File: config.mk
export PLATFORM = sky130hd
export DESIGN_NAME = mmcm_multi_phaseshift
export DESIGN_NICKNAME = d
export VERILOG_FILES = /design/src/rtl/mmcm_multi_phaseshift_pkg.sv /design/src/rtl/mmcm_ps_channel.sv /design/src/rtl/mmcm_multi_phaseshift.sv
export SDC_FILE = /design/constraint.sdc
export NUM_CORES = 1
export LEC_CHECK = 0
export ABC_CLOCK_PERIOD_IN_PS = 7950
export CAP_MARGIN = 40
export CORE_MARGIN = 8
export CORE_UTILIZATION = 55
export CTS_BUF_LIST = sky130_fd_sc_hd__clkbuf_16
export DETAILED_ROUTE_END_ITERATION = 7
export HOLD_SLACK_MARGIN = 0.02
export MAX_ROUTING_LAYER = met4
export PLACE_DENSITY = 0.82
export SLEW_MARGIN = 20
export SYNTH_ARGS = -nofsm -noshare
export SYNTH_HDL_FRONTEND = slang
export SYNTH_HIERARCHICAL = 1
export SYNTH_SLANG_ARGS = --single-unit
File: constraint.sdc
create_clock -name clk_usb -period 7.95 [get_ports clk_usb]
set_input_delay 1.1925 -clock clk_usb [delete_from_list [all_inputs] [get_ports clk_usb]]
set_output_delay 1.1925 -clock clk_usb [all_outputs]
set_load 0.01 [all_outputs]
File: src/rtl/mmcm_multi_phaseshift_pkg.sv
// Shared definitions for the multi-channel MMCM fine phase-shift controller:
// FSM encoding, step-direction constants and the PSDONE timeout counter width.
package mmcm_multi_phaseshift_pkg;

   typedef enum logic [1:0] {
      ST_IDLE  = 2'd0,
      ST_ISSUE = 2'd1,
      ST_WAIT  = 2'd2,
      ST_CHECK = 2'd3
   } ps_state_e;

   localparam logic PS_INC = 1'b1;
   localparam logic PS_DEC = 1'b0;

   // Counter must be able to hold the value TIMEOUT itself.
   function automatic int tmo_width(input int timeout);
      return (timeout < 1) ? 1 : $clog2(timeout + 1);
   endfunction

endpackage

File: src/rtl/mmcm_ps_channel.sv
// One MMCM dynamic phase-shift channel: walks the current phase toward the
// requested one a single PSEN step at a time, always along the shorter arc.
module mmcm_ps_channel
   import mmcm_multi_phaseshift_pkg::*;
#(
   parameter int PW            = 9,
   parameter int PHASE_MOD     = 448,
   parameter int DEFAULT_PHASE = 0,
   parameter int TIMEOUT       = 255
) (
   input  logic          clk_usb,
   input  logic          reset_i,
   input  logic [PW-1:0] target_i,
   input  logic          load_i,
   input  logic          mmcm_locked_i,
   input  logic          psdone_i,
   output logic [PW-1:0] actual_o,
   output logic          busy_o,
   output logic          done_o,
   output logic          err_o,
   output logic          psen_o,
   output logic          psincdec_o
);

   localparam int PW1 = PW + 1;
   localparam int TW  = tmo_width(TIMEOUT);

   localparam logic [PW:0]   L_MOD  = PW1'(PHASE_MOD);
   localparam logic [PW:0]   L_HALF = PW1'(PHASE_MOD / 2);
   localparam logic [PW-1:0] L_LAST = PW'(PHASE_MOD - 1);
   localparam logic [PW-1:0] L_DEF  = PW'(DEFAULT_PHASE);
   localparam logic [TW-1:0] L_TMO  = TW'(TIMEOUT);

   ps_state_e     r_state;
   logic [PW-1:0] r_actual;
   logic [PW-1:0] r_target;
   logic [TW-1:0] r_tmo;
   logic          r_busy;
   logic          r_done;
   logic          r_err;
   logic          r_psen;
   logic          r_psincdec;

   logic          w_in_range;
   logic          w_load_ok;
   logic [PW:0]   w_tgt_ext;
   logic [PW:0]   w_act_ext;
   logic [PW:0]   w_dist;
   logic          w_dir;
   logic [PW-1:0] w_act_inc;
   logic [PW-1:0] w_act_dec;
   logic [PW-1:0] w_next_target;

   assign w_in_range = ({1'b0, target_i} < L_MOD);
   assign w_load_ok  = load_i & w_in_range;

   // Forward distance (target - actual) mod PHASE_MOD; the extra bit keeps
   // target + PHASE_MOD from overflowing when PHASE_MOD == 2**PW.
   assign w_tgt_ext = {1'b0, r_target};
   assign w_act_ext = {1'b0, r_actual};
   assign w_dist    = (w_tgt_ext >= w_act_ext) ? (w_tgt_ext - w_act_ext)
                                               : (w_tgt_ext + L_MOD - w_act_ext);
   assign w_dir     = (w_dist <= L_HALF) ? PS_INC : PS_DEC;

   assign w_act_inc = (r_actual == L_LAST) ? '0 : (r_actual + PW'(1));
   assign w_act_dec = (r_actual == '0) ? L_LAST : (r_actual - PW'(1));

   // A load landing in CHECK must be compared instead of the stale target.
   assign w_next_target = w_load_ok ? target_i : r_target;

   always_ff @(posedge clk_usb) begin
      if (reset_i) begin
         r_state    <= ST_IDLE;
         r_actual   <= L_DEF;
         r_target   <= L_DEF;
         r_tmo      <= '0;
         r_busy     <= 1'b0;
         r_done     <= 1'b0;
         r_err      <= 1'b0;
         r_psen     <= 1'b0;
         r_psincdec <= 1'b0;
      end else if (!mmcm_locked_i) begin
         // The MMCM restarts at its configured phase, so follow it; err is kept.
         r_state    <= ST_IDLE;
         r_actual   <= L_DEF;
         r_target   <= L_DEF;
         r_tmo      <= '0;
         r_busy     <= 1'b0;
         r_done     <= 1'b0;
         r_psen     <= 1'b0;
         r_psincdec <= 1'b0;
      end else begin
         r_done <= 1'b0;
         r_psen <= 1'b0;

         if (w_load_ok) begin
            r_target <= target_i;
            r_err    <= 1'b0;
         end else if (load_i) begin
            r_err <= 1'b1;
         end

         case (r_state)
            ST_IDLE: begin
               if (w_load_ok) begin
                  if (target_i == r_actual) begin
                     r_done <= 1'b1;
                  end else begin
                     r_busy  <= 1'b1;
                     r_state <= ST_ISSUE;
                  end
               end
            end

            ST_ISSUE: begin
               r_psen     <= 1'b1;
               r_psincdec <= w_dir;
               r_tmo      <= '0;
               r_state    <= ST_WAIT;
            end

            ST_WAIT: begin
               if (psdone_i) begin
                  r_actual <= (r_psincdec == PS_INC) ? w_act_inc : w_act_dec;
                  r_state  <= ST_CHECK;
               end else if (r_tmo == L_TMO) begin
                  r_err   <= 1'b1;
                  r_busy  <= 1'b0;
                  r_state <= ST_IDLE;
               end else begin
                  r_tmo <= r_tmo + TW'(1);
               end
            end

            ST_CHECK: begin
               if (r_actual == w_next_target) begin
                  r_busy  <= 1'b0;
                  r_done  <= 1'b1;
                  r_state <= ST_IDLE;
               end else begin
                  r_state <= ST_ISSUE;
               end
            end

            default: r_state <= ST_IDLE;
         endcase
      end
   end

   assign actual_o   = r_actual;
   assign busy_o     = r_busy;
   assign done_o     = r_done;
   assign err_o      = r_err;
   assign psen_o     = r_psen;
   assign psincdec_o = r_psincdec;

endmodule

File: src/rtl/mmcm_multi_phaseshift.sv
// N-channel MMCM fine phase-shift controller: independent per-channel
// engines with packed per-channel buses toward the register block.
module mmcm_multi_phaseshift
   import mmcm_multi_phaseshift_pkg::*;
#(
   parameter int NCH           = 2,
   parameter int PW            = 9,
   parameter int PHASE_MOD     = 448,
   parameter int DEFAULT_PHASE = 0,
   parameter int TIMEOUT       = 255
) (
   input  logic              clk_usb,
   input  logic              reset_i,
   input  logic [NCH*PW-1:0] target_i,
   input  logic [NCH-1:0]    load_i,
   output logic [NCH*PW-1:0] actual_o,
   output logic [NCH-1:0]    busy_o,
   output logic [NCH-1:0]    done_o,
   output logic [NCH-1:0]    err_o,
   input  logic [NCH-1:0]    mmcm_locked_i,
   output logic [NCH-1:0]    psen_o,
   output logic [NCH-1:0]    psincdec_o,
   input  logic [NCH-1:0]    psdone_i
);

   for (genvar gi = 0; gi < NCH; gi++) begin : g_ch
      mmcm_ps_channel #(
         .PW            (PW),
         .PHASE_MOD     (PHASE_MOD),
         .DEFAULT_PHASE (DEFAULT_PHASE),
         .TIMEOUT       (TIMEOUT)
      ) u_ch (
         .clk_usb       (clk_usb),
         .reset_i       (reset_i),
         .target_i      (target_i[gi*PW +: PW]),
         .load_i        (load_i[gi]),
         .mmcm_locked_i (mmcm_locked_i[gi]),
         .psdone_i      (psdone_i[gi]),
         .actual_o      (actual_o[gi*PW +: PW]),
         .busy_o        (busy_o[gi]),
         .done_o        (done_o[gi]),
         .err_o         (err_o[gi]),
         .psen_o        (psen_o[gi]),
         .psincdec_o    (psincdec_o[gi])
      );
   end

endmodule
==> results.yml <==
yosys:
  ys_ff_latch: 66
  ys.warnings.count: 6
  ys_seq_area_frac: 0.215
  ys.flop_type: "dfxtp_1"
  ys_types: 65
  synthSimpleGateAreaFrac: 0.239
  syn_inst: 817
  synth_fp_nets: 911
  synthMuxAreaShare: 0.0165
  synth_compound_area_frac: 0.214
  synthXorXnorAreaFrac: 0.0870
  async_flop_share: 0
  synth_top_family_by_area: "simple AND/OR/NAND/NOR gates"
  syn_area_per_cell_um2: 7.52
  syn_area_mm2: 0.00614
  synth_edf_count: 0
  synthAdderAreaFrac: 0.151
route:
  routedWlPerCell_um: 16.2
  wl_mm: 15.9
  vias: 5930
  viasPerCell: 6.01
  antenna_left: 0
  drc: 0
  drtPass1Iterations: 5
  drtIter0Drc: 429
pwr:
  powerDensity_mw_per_mm2: 142
  ir_drop_mv: 0.169
  p_leak_uw: 0.00266
cts:
  cts_inserted_buffers: 9
  cts_max_path_buffers: 2
  cts_resized: 0
  clkTransAtPathRegs_ps: 60
  htree_levels: 3
  cts_hold_buf: 0
  cts_root_buffer: "clkbuf_16"
  cts_tree: "done"
  postCtsSetupBuffers: 0
  cts.sinks: 66
  clk_latency_ps: 330
floorplan:
  dieArea_mm2: 0.0148
  die_height_um: 122
  start_util: 0.564
  core_area_mm2: 0.0109
  ios: 54
  fp-row-count: 38
  die_w_um: 122
sta:
  worst_clock_skew_ps: 6.29
  worst_slew_pin_slew_ps: 831
  fin_crit_sh: 0.440
  rsz0062_at_grt: "no"
  hold_viol: 0
  max_freq_mhz: 286
  slew_viol_final: 0
  fin_ws_ps: 4450
  tns_ps: 0
  fin_crit_ps: 3500
  whs_ps: 464
  slew_headroom: 0.445
  setup-violations-final: 0
grt:
  grt_util_all_layers: 0.224
  grt_antenna_before_repair: 0
  grt_pass1_wl_mm: 26.6
  grt_pass1_vias: 5483
  grt_max_degree: 21
  grt_overflow_total: 0
final_layout:
  antenna_cells: 0
  nFillCells: 980
  fin_nets: 935
  layout-drive-gt1-share: 0.0355
  syn_to_final_growth_pct: 14.0
run_status:
  outcome: "complete, no violations"
place:
  gp_congestion: 0.950
  io_buffers: 53
  dp.final_hpwl_mm: 12.4
  pre_cts_ws_ps: 4370
setup_path:
  crit_path_end_kind: "flip-flop"
  crit_type: "reg2reg"
  cp.required_ps: 8170
  cpMostUsedCell: "ha_1"
  crit_path_start_kind: "flip-flop"
  cp_data_arrival_time_ps: 3720
  crit_path_cell_trace: "inv_1 -> ha_1 -> ha_1 -> nor2b_1 -> o311ai_0 -> nand2_1 -> xnor2_1 -> a2111oi_0 -> o21ai_0 -> a31o_2"
  crit_path_max_incr_delay_ps: 550
  crit_family: "compound AO/OA/AOI/OAI gates"
  critical_path_buf_inv_count: 1
  crit_fanout: 7
  cp_slowest_cell: "dfxtp_1"
flow_run:
  maxCapViolCount: 0
hold_path:
  min_path_type: "reg2reg"
==> cells in the final DEF, fill, tap and decap left out, drive strengths merged, types with 9 or more instances in the layout <==
cell           Yosys  final
a21oi             80     80
inv               72     73
dfxtp             66     66
nor2              62     62
nand2             59     59
ha                58     58
clkdlybuf4s50      0     53
o21ai             46     46
xnor2             42     42
nand3             23     23
nor3              23     23
nand4             22     22
nand2b            22     22
xor2              19     19
or3               16     16
nor4              13     13
and3              11     11
and2              10     10
nor2b             10     10
fa                10     10
a31oi             10     10
clkbuf            26      9
mux2i              9      9
==> tightest hold or removal path, stage by stage, from the launching register on <==
cell	delay, ps
dfxtp_1	310
inv_1	40
a211oi_1	60
==> report_power, final <==
part | switching (µW) | leakage [µW] | internal, µW | total (µW)
Sequential | 8.83 | 0.000534 | 337 | 346
Clock | 152 | 0.000166 | 306 | 458
Combinational | 103 | 0.00196 | 86.4 | 190
==> final timing paths <==
path,from,endpoint,slack [ps],cells after the start
max,g_ch[1].u_ch/actual_o[1],g_ch[1].u_ch/psincdec_o,4450,10
max reg2reg,g_ch[1].u_ch/actual_o[1],g_ch[1].u_ch/psincdec_o,4450,10
min,g_ch[0].u_ch/err_o,g_ch[0].u_ch/err_o,460,2
min reg2reg,g_ch[0].u_ch/err_o,g_ch[0].u_ch/err_o,460,2
==> synthesized netlist by cell type (all sizes together), types with 4 or more instances <==
library cell  number  share of area
xnor2             42          0.060
nand4             22          0.022
mux2i              9          0.015
nor3              23          0.020
nor4b              4         0.0057
fa                10          0.033
inv               72          0.044
and2              10          0.010
nand2b            22          0.024
o311ai             4         0.0057
nand2             59          0.036
dfxtp             66           0.22
xor2              19          0.027
or3               16          0.016
nor4              13          0.013
buf               15          0.016
and3              11          0.012
a31oi             10          0.011
a21oi             80          0.066
o31ai              8          0.011
o21ai             46          0.037
a21boi             8         0.0098
o211ai             6         0.0098
a211oi             8         0.0098
nand3             23          0.019
o22ai              7         0.0071
nor2              62          0.038
nor2b             10          0.010
a21o               5         0.0061
ha                58           0.12
clkbuf            26          0.016
==> kinds of logic (layout without fill, tap and decap cells) <==
kind of cell / count (synthesis) / after routing
simple gates: 286 / 286
compound gates: 211 / 211
buf+inv: 115 / 144
fa+ha+maj: 68 / 68
flops: 66 / 66
xor+xnor: 61 / 61
mux: 10 / 10
==> per-layer routing <==
metal  vias to the layer above  routed length (µm)  global-route usage  part of all wire
li1                       2924                   -                   -                 -
met1                      2792                7380               0.288              0.46
met2                       196                7370               0.353              0.46
met3                        18                1030              0.0398             0.064
met4                         0                 176              0.0625             0.011
met5                         -                   0                   -                 0
==> metrics by stage <==
stage	util	instances	cell area [µm²]	total power, µW
final	0.643	986	7000	994
after CTS	0.643	986	7000	999
after floorplan	-	817	6140	489
after global routing	0.643	986	7000	1040
after global placement	0.611	969	6650	536
after detailed placement	0.612	970	6660	540
==> state kept, by name, indices dropped and copies added (netlist names) <==
name and cells:
g_ch.u_ch/r_state 4, g_ch.u_ch/r_tmo 16, g_ch.u_ch/actual_o 18, g_ch.u_ch/err_o 2, g_ch.u_ch/psen_o 2, g_ch.u_ch/done_o 2, g_ch.u_ch/r_target 18, g_ch.u_ch/psincdec_o 2
g_ch.u_ch/busy_o 2
==> final cells by class <==
class / count / area (µm²) / area share
inverters: 74 / 278 / 0.0397
multi-input cells: 636 / 4350 / 0.621
clock inverters: 7 / 116 / 0.0166
clock buffers: 9 / 225 / 0.0322
repair buffers: 54 / 542 / 0.0773
well taps: 140 / 175 / 0.0250
flip-flops and latches: 66 / 1320 / 0.189
Note: power is estimated with default switching activity, not from simulation.
